===== src/rtl/count_display_pkg.sv =====
// Shared types, segment constants and the BCD-nibble
// to 7-segment decoder for the count display.
package count_display_pkg;

  localparam int NUM_DIGITS = 4;

  localparam logic [6:0] SEG_0     = 7'h40;
  localparam logic [6:0] SEG_1     = 7'h79;
  localparam logic [6:0] SEG_2     = 7'h24;
  localparam logic [6:0] SEG_3     = 7'h30;
  localparam logic [6:0] SEG_4     = 7'h19;
  localparam logic [6:0] SEG_5     = 7'h12;
  localparam logic [6:0] SEG_6     = 7'h02;
  localparam logic [6:0] SEG_7     = 7'h78;
  localparam logic [6:0] SEG_8     = 7'h00;
  localparam logic [6:0] SEG_9     = 7'h10;
  localparam logic [6:0] SEG_BLANK = 7'h7F;

  typedef enum logic [1:0] {
    IDLE,
    SHIFT,
    COMMIT
  } cnv_state_e;

  function automatic logic [6:0] seg_decode(
    input logic [3:0] n
  );
    logic [6:0] s;
    case (n)
      4'd0:    s = SEG_0;
      4'd1:    s = SEG_1;
      4'd2:    s = SEG_2;
      4'd3:    s = SEG_3;
      4'd4:    s = SEG_4;
      4'd5:    s = SEG_5;
      4'd6:    s = SEG_6;
      4'd7:    s = SEG_7;
      4'd8:    s = SEG_8;
      4'd9:    s = SEG_9;
      default: s = SEG_BLANK;
    endcase
    return s;
  endfunction

endpackage


===== src/rtl/count_display_bin2bcd_seq.sv =====
// Sequential double-dabble: one add-3/shift
// iteration per clock, result held through COMMIT.
module bin2bcd_seq
  import count_display_pkg::*;
(
  input  logic        clk_i,
  input  logic        rst_ni,
  input  logic        start_i,
  input  logic [7:0]  bin_i,
  output logic        busy_o,
  output logic        done_o,
  output logic [11:0] bcd_o
);

  cnv_state_e  state_q, state_d;
  logic [19:0] sr_q, sr_d;
  logic [2:0]  cnt_q, cnt_d;
  logic [19:0] adj;

  always_ff @(posedge clk_i or negedge rst_ni) begin
    if (!rst_ni) begin
      state_q <= IDLE;
      sr_q    <= '0;
      cnt_q   <= '0;
    end else begin
      state_q <= state_d;
      sr_q    <= sr_d;
      cnt_q   <= cnt_d;
    end
  end

  always_comb begin
    adj = sr_q;
    for (int i = 0; i < 3; i++) begin
      if (sr_q[8+4*i +: 4] >= 4'd5)
        adj[8+4*i +: 4] = sr_q[8+4*i +: 4] + 4'd3;
    end
  end

  always_comb begin
    state_d = state_q;
    sr_d    = sr_q;
    cnt_d   = cnt_q;
    case (state_q)
      IDLE: begin
        if (start_i) begin
          sr_d    = {12'd0, bin_i};
          cnt_d   = '0;
          state_d = SHIFT;
        end
      end
      SHIFT: begin
        sr_d  = {adj[18:0], 1'b0};
        cnt_d = cnt_q + 3'd1;
        if (cnt_q == 3'd7)
          state_d = COMMIT;
      end
      COMMIT: state_d = IDLE;
      default: state_d = IDLE;
    endcase
  end

  assign busy_o = (state_q != IDLE);
  assign done_o = (state_q == COMMIT);
  assign bcd_o  = sr_q[19:8];

endmodule


===== src/rtl/count_display.sv =====
// Count bus reader: BCD conversion plus
// multiplexed 4-digit common-anode display.
module count_display
  import count_display_pkg::*;
#(
  parameter int CLK_HZ   = 100_000_000,
  parameter int DIGIT_HZ = 1_000,
  parameter bit LZ_BLANK = 1'b1
) (
  input  logic       Clk100M,
  input  logic       rst_n,
  input  logic [7:0] count,
  output logic [3:0] an,
  output logic [6:0] seg,
  output logic       dp,
  output logic       busy
);

  localparam int TICK_DIV = CLK_HZ / (DIGIT_HZ * NUM_DIGITS);
  localparam int PW = (TICK_DIV > 1) ? $clog2(TICK_DIV) : 1;
  localparam logic [PW-1:0] PS_LAST = PW'(TICK_DIV - 1);

  logic [7:0]    last_q;
  logic [11:0]   disp_q;
  logic [PW-1:0] ps_q;
  logic [1:0]    idx_q;
  logic [3:0]    an_q;
  logic [6:0]    seg_q;

  logic          cnv_busy;
  logic          cnv_done;
  logic [11:0]   cnv_bcd;
  logic          start;
  logic          tick;
  logic [3:0]    an_d;
  logic [6:0]    seg_d;
  logic [3:0]    hun, ten, unt;

  // Only re-sample the bus once the engine is free again
  assign start = !cnv_busy && (count != last_q);
  assign tick  = (ps_q == PS_LAST);

  bin2bcd_seq u_bcd (
    .clk_i   (Clk100M),
    .rst_ni  (rst_n),
    .start_i (start),
    .bin_i   (count),
    .busy_o  (cnv_busy),
    .done_o  (cnv_done),
    .bcd_o   (cnv_bcd)
  );

  assign hun = disp_q[11:8];
  assign ten = disp_q[7:4];
  assign unt = disp_q[3:0];

  always_comb begin
    an_d  = ~(4'b0001 << idx_q);
    seg_d = SEG_BLANK;
    case (idx_q)
      2'd0: seg_d = seg_decode(unt);
      2'd1: seg_d = (LZ_BLANK && hun == 4'd0 && ten == 4'd0)
                    ? SEG_BLANK : seg_decode(ten);
      2'd2: seg_d = (LZ_BLANK && hun == 4'd0)
                    ? SEG_BLANK : seg_decode(hun);
      default: seg_d = SEG_BLANK;
    endcase
  end

  always_ff @(posedge Clk100M or negedge rst_n) begin
    if (!rst_n) begin
      last_q <= '0;
      disp_q <= '0;
      ps_q   <= '0;
      idx_q  <= '0;
      an_q   <= 4'b1111;
      seg_q  <= SEG_BLANK;
    end else begin
      if (start)
        last_q <= count;
      if (cnv_done)
        disp_q <= cnv_bcd;
      ps_q <= tick ? '0 : ps_q + 1'b1;
      if (tick) begin
        an_q  <= an_d;
        seg_q <= seg_d;
        idx_q <= idx_q + 2'd1;
      end
    end
  end

  assign an   = an_q;
  assign seg  = seg_q;
  assign dp   = 1'b1;
  assign busy = cnv_busy;

endmodule


===== config.mk =====
export PLATFORM = sky130hd
export DESIGN_NAME = count_display
export DESIGN_NICKNAME = d
export VERILOG_FILES = /design/src/rtl/count_display_pkg.sv /design/src/rtl/count_display_bin2bcd_seq.sv /design/src/rtl/count_display.sv
export SDC_FILE = /design/constraint.sdc
export NUM_CORES = 1
export LEC_CHECK = 0
export BUFFER_PORTS_ARGS = -buffer_cell sky130_fd_sc_hd__buf_2
export CAP_MARGIN = 0
export CORE_MARGIN = 2
export CORE_UTILIZATION = 45
export DETAILED_ROUTE_END_ITERATION = 6
export GPL_ROUTABILITY_DRIVEN = 1
export SLEW_MARGIN = 20
export SYNTH_ARGS = -nofsm -noshare
export SYNTH_HDL_FRONTEND = slang
export SYNTH_SLANG_ARGS = --single-unit
export TNS_END_PERCENT = 1

===== constraint.sdc =====
create_clock -name Clk100M -period 1.8 [get_ports Clk100M]
set_input_delay 0.18 -clock Clk100M [delete_from_list [all_inputs] [get_ports Clk100M]]
set_output_delay 0.18 -clock Clk100M [all_outputs]
set_load 0.01 [all_outputs]

==> results_dict.tcl, run 1 <==
set metrics [dict create \
    outcome "finished, final reports clean" \
    grt_pass1_vias 2888 \
    grt_usage 0.172 \
    via_count 2984 \
    grt_pass1_wl_mm 13.8 \
    synthDistinctLibCells 55 \
    clockBufferDepth 2 \
    leakagePower_uw 0.00208 \
    start_util 0.466 \
    synth.net_count 443 \
    io_buffers 21 \
    fin_ws_ps 74.7 \
    hpwl_mm 5.79 \
    final_util 0.538 \
    rows 34 \
    drtAntennaViolNets 0 \
    design_area_um2 4730 \
    fmax_mhz 580 \
    grt_max_degree 74 \
    worstSkewPairLatency_ps 340 \
    layout.nets 483 \
    rsz0062_at_grt "yes" \
    drive_above_1_share 0.237 \
    critPathMaxFanout 4 \
    die_width_um 99.5 \
    die-area_um2 9910 \
    syn_area_um2 4110 \
    yosysWarnings 0 \
    synth_edf_count 0 \
    power.density_nw_per_um2 1390 \
    critical_path_class "reg -> reg" \
    final_common_cell "dfrtp_1" \
    hold_violations 0 \
    skew_ps 8.92 \
    report.final.setup_viol 0 \
    synth.area.top_cells "dfrtp_1, ha_1, dfstp_2" \
    synth_seq_area_share 0.448 \
    yosys.area.top_type "dfrtp_1" \
    start_kind "flip-flop" \
    dr.pass1.iters 4 \
    hold_class "in -> reg" \
    drt_first_iter_violations 77 \
    synth_top_flop_cell "dfrtp_1" \
    relSlewSlack 0.606 \
    netlist.area_leader.share 0.378 \
    routed_wl_mm 8.03 \
    drc 0 \
    pre_cts_slack_ps 78.8 \
    cts_tree "done" \
    wire_per_inst_um 14.4 \
    gp_congestion 0.808 \
    cts_setup_buffers 0 \
    core_um2 8810 \
    maxCapViolations 0 \
    setup-tns-final_ps 0 \
    power_uw 6590 \
    cts.reportedPaths.clkPinSlew_ps 90 \
    final_cell_mix "dfrtp_1, nand2_1, o21ai_0" \
    worst_pin_slew_ps 589 \
    slew_viol_final 0 \
    clock-root-buffer "clkbuf_8" \
    io_pins 23 \
    overflow 0 \
    htree_levels 3 \
    cts-buffers-inserted 9 \
    placed_area_um2 4490 \
    die_y_um 99.5 \
    critPathCaptureType "flip-flop" \
    antenna_cells 0 \
    syn-mean-instance-area_um2 10.2 \
    synth-seq-cells 73 \
    ir_drop_v 0.000789 \
    synth-async-reset-ratio 1.00 \
    avgViaCountPerCell 5.37 \
    cts.sinks 73 \
    arrival_ps 2000 \
    antenna_found_initial 0 \
    synth_cells 403 \
    finalCritPeriodShare 0.959 \
    areaGrowthSynthToFinish_pct 15.3 \
    crit_required_ps 2070 \
    post-route-min-period_ps 1730 \
]
[cells in the mapped netlist (all sizes together) (3+ instances only)]
master  instances
a41oi           4
ha             30
a31oi           4
a221o           8
nor2b           6
dfstp          11
dfrtp          62
inv            26
nor4b           3
mux2           20
xor2            9
nand2b         15
o221ai          7
and2           10
xnor2          15
o21ai          30
or3             3
nor2           20
nand4           5
o31ai           4
and3            3
clkbuf         15
o22ai           6
a21oi          13
nor3            5
nand3           5
a311o           3
nand2          32
buf             4
[final timing paths]
kind                          start          to  slack [ps]  cells past startpoint
min                        count[1]   last_q[1]         120                      2
max in group asynchronous     rst_n  disp_q[11]        1080                      3
min in group asynchronous     rst_n    idx_q[1]         390                      3
max reg2reg                 ps_q[1]    ps_q[14]          70                      5
max                         ps_q[1]    ps_q[14]          70                      5
min reg2reg                   an[2]       an[2]         480                      2
[worst max-delay path, cell delays in order (launching register included)]
cell	delay [ps]
dfrtp_1	390
ha_1	180
nand2_1	70
or4_4	530
or3_1	350
a21oi_1	140
[metrics by stage]
step / hold slack, ps / std cells
4_1_cts: 103 / 556
6_report: 121 / 556
5_1_grt: 106 / 556
3_3_place_gp: 248 / 539
3_5_place_dp: 245 / 539
2_1_floorplan: -116 / 403
[per-layer routing]
layer  part of all wire  vias to the layer above  track usage
met5                  0                        -            0
met4             0.0063                        0       0.0632
met3              0.025                        5       0.0281
met2               0.48                       43        0.272
met1               0.49                     1426        0.240
li1                   -                     1510            -
[power by group]
group | internal [uW] | switching (uW) | total, uW | leakage [uW]
clock | 786 | 636 | 1420 | 0.000107
sequential | 2080 | 447 | 2530 | 0.000902
combinational | 1330 | 1300 | 2630 | 0.00107
total | 4200 | 2380 | 6590 | 0.00208
[sequential cells by signal, summed over array words and instances (netlist names)]
name and flops:
ps_q 15, disp_q 12, seg 7, u_bcd.sr_q 20
u_bcd.cnt_q 3, u_bcd.state_q 2, last_q 8, idx_q 2
an 4
[cell type report]
| class | instances | area (um2) |
|---|---|---|
| Clock buffer | 10 | 128 |
| Clock inverter | 6 | 90.1 |
| Fill cell | 803 | 4070 |
| Inverter | 26 | 97.6 |
| Multi-Input combinational cell | 285 | 2110 |
| Sequential cell | 73 | 1840 |
| Tap cell | 108 | 135 |
| Timing Repair Buffer | 48 | 335 |
[logic make-up after synthesis]
family                   share of synthesized area
multiplexers                                0.0548
buffers and inverters                       0.0427
flip-flops                                   0.448
AO/OA/AOI/OAI                                0.158
XOR/XNOR                                    0.0512
adder cells (fa/ha/maj)                     0.0914
other                                     0.000913
AND/OR/NAND/NOR                              0.153
[repair_timing]
| item | in CTS | in global routing |
|---|---|---|
| setup endpoints to repair | 0 | 11 |
| resized for setup | 0 | 4 |
| hold buffers | 1 | 0 |
| hold endpoints to repair | 62 | 0 |
Power figures use the tool's default switching activity.
==> inputs of run 2 (changes only) <==
PLACE_DENSITY = 0.64   (was default)
==> results_dict.tcl, run 2 (synthesis results as in run 1) <==
set metrics [dict create \
    finalCritPeriodShare 0.984 \
    final_cell_mix "dfrtp_1, nand2_1, o21ai_0" \
    crit_buf_inv 0 \
    hold_class "in -> reg" \
    reg_top3 "u_bcd.sr_q: 20 flops, ps_q: 15 flops, disp_q: 12 flops" \
    routed_wl_mm 8.08 \
    power.density_nw_per_um2 1430 \
    hpwl_mm 5.79 \
    arrival_ps 2050 \
    grt_usage 0.175 \
    core_um2 8810 \
    post-route-min-period_ps 1770 \
    start_util 0.466 \
    layout.nets 487 \
    cts_tree "done" \
    io_buffers 21 \
    worst_pin_slew_ps 563 \
    antenna_cells 0 \
    fmax_mhz 564 \
    start_kind "flip-flop" \
    multiInputGateArea_um2 2130 \
    wire_per_inst_um 14.4 \
    clockBufferDepth 2 \
    htree_levels 3 \
    areaGrowthSynthToFinish_pct 17.9 \
    overflow 0 \
    cts.reportedPaths.clkPinSlew_ps 90 \
    drt_first_iter_violations 132 \
    report.final.setup_viol 0 \
    regToRegStartpoint "ps_q[1]" \
    drc 0 \
    critPathLaunch "ps_q[1]" \
    die_width_um 99.5 \
    slowest_stage "or4_4" \
    dr.pass1.iters 4 \
    via_count 2994 \
    hp-start "count[1]" \
    critPathCaptureType "flip-flop" \
    grt_max_degree 53 \
    io_pins 23 \
    max_stage_delay_ps 530 \
    drive_above_1_share 0.257 \
    crit_required_ps 2080 \
    die-area_um2 9910 \
    ir_drop_v 0.000786 \
    cts-buffers-inserted 9 \
    largest_reg_flops 20 \
    critical_path_class "reg -> reg" \
    fin_ws_ps 28.1 \
    pre_cts_slack_ps 40.2 \
    skew_ps 13.8 \
    grt_pass1_wl_mm 13.9 \
    maxCapViolations 0 \
    rows 34 \
    cts.sinks 73 \
    worstPathCellList "ha_2, nand2_1, or4_4, or3_4, a21oi_2" \
    clock-root-buffer "clkbuf_8" \
    leakagePower_uw 0.00213 \
    power_uw 6950 \
    seq_area_um2 1840 \
    worstSkewPairLatency_ps 350 \
    fin_hold_ws_ps 92.4 \
    rsz0062_at_grt "yes" \
    crit_family "simple AND/OR/NAND/NOR gates" \
    critPathMaxFanout 4 \
    avgViaCountPerCell 5.35 \
    n_fill_cell 764 \
    die_y_um 99.5 \
    grt_pass1_vias 2977 \
    final_common_cell "dfrtp_1" \
    drtAntennaViolNets 0 \
    hold_violations 0 \
    relSlewSlack 0.624 \
    final_util 0.550 \
    outcome "finished, final reports clean" \
    antenna_found_initial 0 \
    top_register "u_bcd.sr_q" \
    slew_viol_final 0 \
    gp_congestion 0.805 \
]
## run 2: report_power, final
part | total, uW | internal (uW) | switching (uW)
combinational | 2670 | 1360 | 1310
clock | 1740 | 1110 | 630
sequential | 2540 | 2090 | 454
total | 6950 | 4550 | 2400
## run 2: worst paths after layout
path	end	cells after the start	slack, ps
max	ps_q[14]	5	30
min	u_bcd.sr_q[1]	2	90
max reg2reg	ps_q[14]	5	30
min reg2reg	an[2]	2	480
max in group asynchronous	u_bcd.cnt_q[0]	3	990
min in group asynchronous	an[1]	2	500
## run 2: layout make-up
class / instances / area share
flip-flops and latches: 73 / 0.380
well taps: 108 / 0.0279
clock inverters: 6 / 0.0284
inverters: 26 / 0.0202
clock buffers: 10 / 0.0284
repair buffers: 52 / 0.0755
multi-input cells: 285 / 0.440
## run 2: worst reg2reg max path: cells and delay by family (launching register included)
family | cells | cell delay (ps)
flip-flops | 1 | 380
adder cells (fa/ha/maj) | 1 | 200
AO/OA/AOI/OAI | 1 | 150
AND/OR/NAND/NOR | 3 | 990
## run 2: timing repair
item | CTS | global route
endpoints found under the hold margin | 11 | 0
hold buffers | 1 | 0
setup endpoints to repair | 0 | 10
gates resized for setup | 0 | 11
buffers inserted | 0 | 4
## run 2: layer usage
layer,GRT usage,up-vias,wire length (um)
met5,0,-,0
met4,0.0811,0,164
met3,0.0309,13,231
met2,0.287,49,3890
met1,0.227,1416,3790
li1,-,1516,-
## run 2: through the flow
| stage | TNS (ps) | area, um2 | instances |
|---|---|---|---|
| after floorplan | 0 | 4110 | 403 |
| after global placement | 0 | 4490 | 539 |
| after detailed placement | 0 | 4490 | 539 |
| after CTS | 0 | 4770 | 556 |
| after global routing | -27.3 | 4840 | 560 |
| final | 0 | 4840 | 560 |
==> inputs of run 3 (changes only) <==
CELL_PAD_IN_SITES_DETAIL_PLACEMENT = 0   (was default)
CELL_PAD_IN_SITES_GLOBAL_PLACEMENT = 1   (was default)
CORE_UTILIZATION = 44   (was 45)
PLACE_DENSITY = 0.76   (was 0.64)
==> results_dict.tcl, run 3 (synthesis results as in run 1) <==
set metrics [dict create \
    hold_class "in -> reg" \
    critical_path_class "reg -> reg" \
    cts-buffers-inserted 9 \
    cts_tree "done" \
    fmax_mhz 579 \
    antenna_cells 0 \
    post-route-min-period_ps 1730 \
    worst_pin_slew_ps 565 \
    crit_family "simple AND/OR/NAND/NOR gates" \
    avgViaCountPerCell 5.35 \
    relSlewSlack 0.623 \
    clockBufferDepth 2 \
    multiInputGateArea_um2 2120 \
    crit_required_ps 2080 \
    worstSkewPairLatency_ps 350 \
    final_common_cell "dfrtp_1" \
    outcome "finished, final reports clean" \
    power_uw 6690 \
    dr.pass1.iters 4 \
    p_clk_frac 0.213 \
    pre_cts_slack_ps 68.8 \
    via_count 3022 \
    finalCritPeriodShare 0.959 \
    p_seq_frac 0.373 \
    critPathMaxFanout 4 \
    start_util 0.449 \
    overflow 0 \
    ir_drop_v 0.000631 \
    die_width_um 101 \
    regToRegSetupSlack_ps 70 \
    antenna_found_initial 0 \
    regToRegStartpoint "ps_q[1]" \
    routed_wl_mm 8.24 \
    grt_max_degree 50 \
    path_depth 5 \
    report.final.setup_viol 0 \
    whs_path_depth 2 \
    fin_ws_ps 73.4 \
    reg_top3 "u_bcd.sr_q: 20 flops, ps_q: 15 flops, disp_q: 12 flops" \
    hp-start "count[5]" \
    final_cell_mix "dfrtp_1, nand2_1, buf_4" \
    drtAntennaViolNets 0 \
    grt_pass1_vias 3000 \
    start_kind "flip-flop" \
    clock-root-buffer "clkbuf_8" \
    slew_viol_final 0 \
    leakagePower_uw 0.00211 \
    cts.sinks 73 \
    switching_power_uw 2420 \
    n_fill_cell 821 \
    grt_pass1_wl_mm 14.1 \
    crit_buf_inv 0 \
    largest_reg_flops 20 \
    arrival_ps 2010 \
    drc 0 \
    htree_levels 3 \
    critPathCaptureType "flip-flop" \
    layout.nets 489 \
    maxCapViolations 0 \
    setup.worst_path.end "ps_q[14]" \
    worstPathCellList "ha_2, nand2_1, or4_4, or3_1, a21oi_1" \
    wire_per_inst_um 14.6 \
    drt_first_iter_violations 141 \
    critPathLaunch "ps_q[1]" \
    grt_usage 0.174 \
    areaGrowthSynthToFinish_pct 16.4 \
    cts.reportedPaths.clkPinSlew_ps 80 \
    switching_share 0.362 \
    drive_above_1_share 0.253 \
    core_um2 9150 \
    rows 35 \
    max_stage_delay_ps 540 \
    power.density_nw_per_um2 1400 \
    io_pins 23 \
    io_buffers 21 \
    r2r_end "ps_q[14]" \
    fin_hold_ws_ps 100 \
    power_frac_comb 0.414 \
    skew_ps 13.8 \
    p_int_uw 4270 \
    seq_area_um2 1840 \
    hold_violations 0 \
    r2r_cells 5 \
    top_register "u_bcd.sr_q" \
    gp_congestion 0.819 \
    die_y_um 101 \
    hpwl_mm 5.91 \
    slowest_stage "or4_4" \
    setup-tns-final_ps 0 \
    die-area_um2 10100 \
]
[run 3: cell count changes in the layout (fill, tap and decap cells not counted), sizes merged]
cell | before | now
buf | 51 | 53
bufinv | 4 | 2
clkinv | 1 | 2
clkinvlp | 0 | 1
[run 3: power by group through the flow]
stage	combinational, uW	clock [uW]	sequential [uW]
6_report	2770	1420	2490
4_1_cts	2730	1460	2490
3_3_place_gp	2640	0	2500
2_1_floorplan	2070	0	2380
5_1_grt	3120	1530	2580
3_5_place_dp	2710	0	2520
[run 3: timing repair]
item	CTS	global route
setup buffers	0	3
endpoints found under the hold margin	62	0
endpoints found under the setup margin	0	6
hold buffers	1	0
resized for setup	0	9
[run 3: worst min path at each step]
stage | end | slack [ps]
global placement | idx_q[0] | 200
CTS | last_q[5] | 90
floorplan | disp_q[0] | -120
detailed placement | idx_q[0] | 200
global route | u_bcd.sr_q[4] | 100
finish | u_bcd.sr_q[5] | 100
[run 3: layout make-up]
type	instances	area share
Clock buffer	10	0.0267
Clock inverter	6	0.0188
Inverter	26	0.0204
Multi-Input combinational cell	285	0.443
Sequential cell	73	0.385
Tap cell	111	0.0290
Timing Repair Buffer	54	0.0769
[run 3: through the flow]
step	area, um2	std cells	util
3_5_place_dp	4500	545	0.492
6_report	4780	565	0.522
3_3_place_gp	4500	545	0.492
4_1_cts	4730	562	0.517
5_1_grt	4780	565	0.522
2_1_floorplan	4110	403	-
[run 3: per-layer routing]
metal	wire, um	GRT usage
met3	184	0.0388
met2	3980	0.286
met4	144	0.0580
met5	0	0
met1	3930	0.228
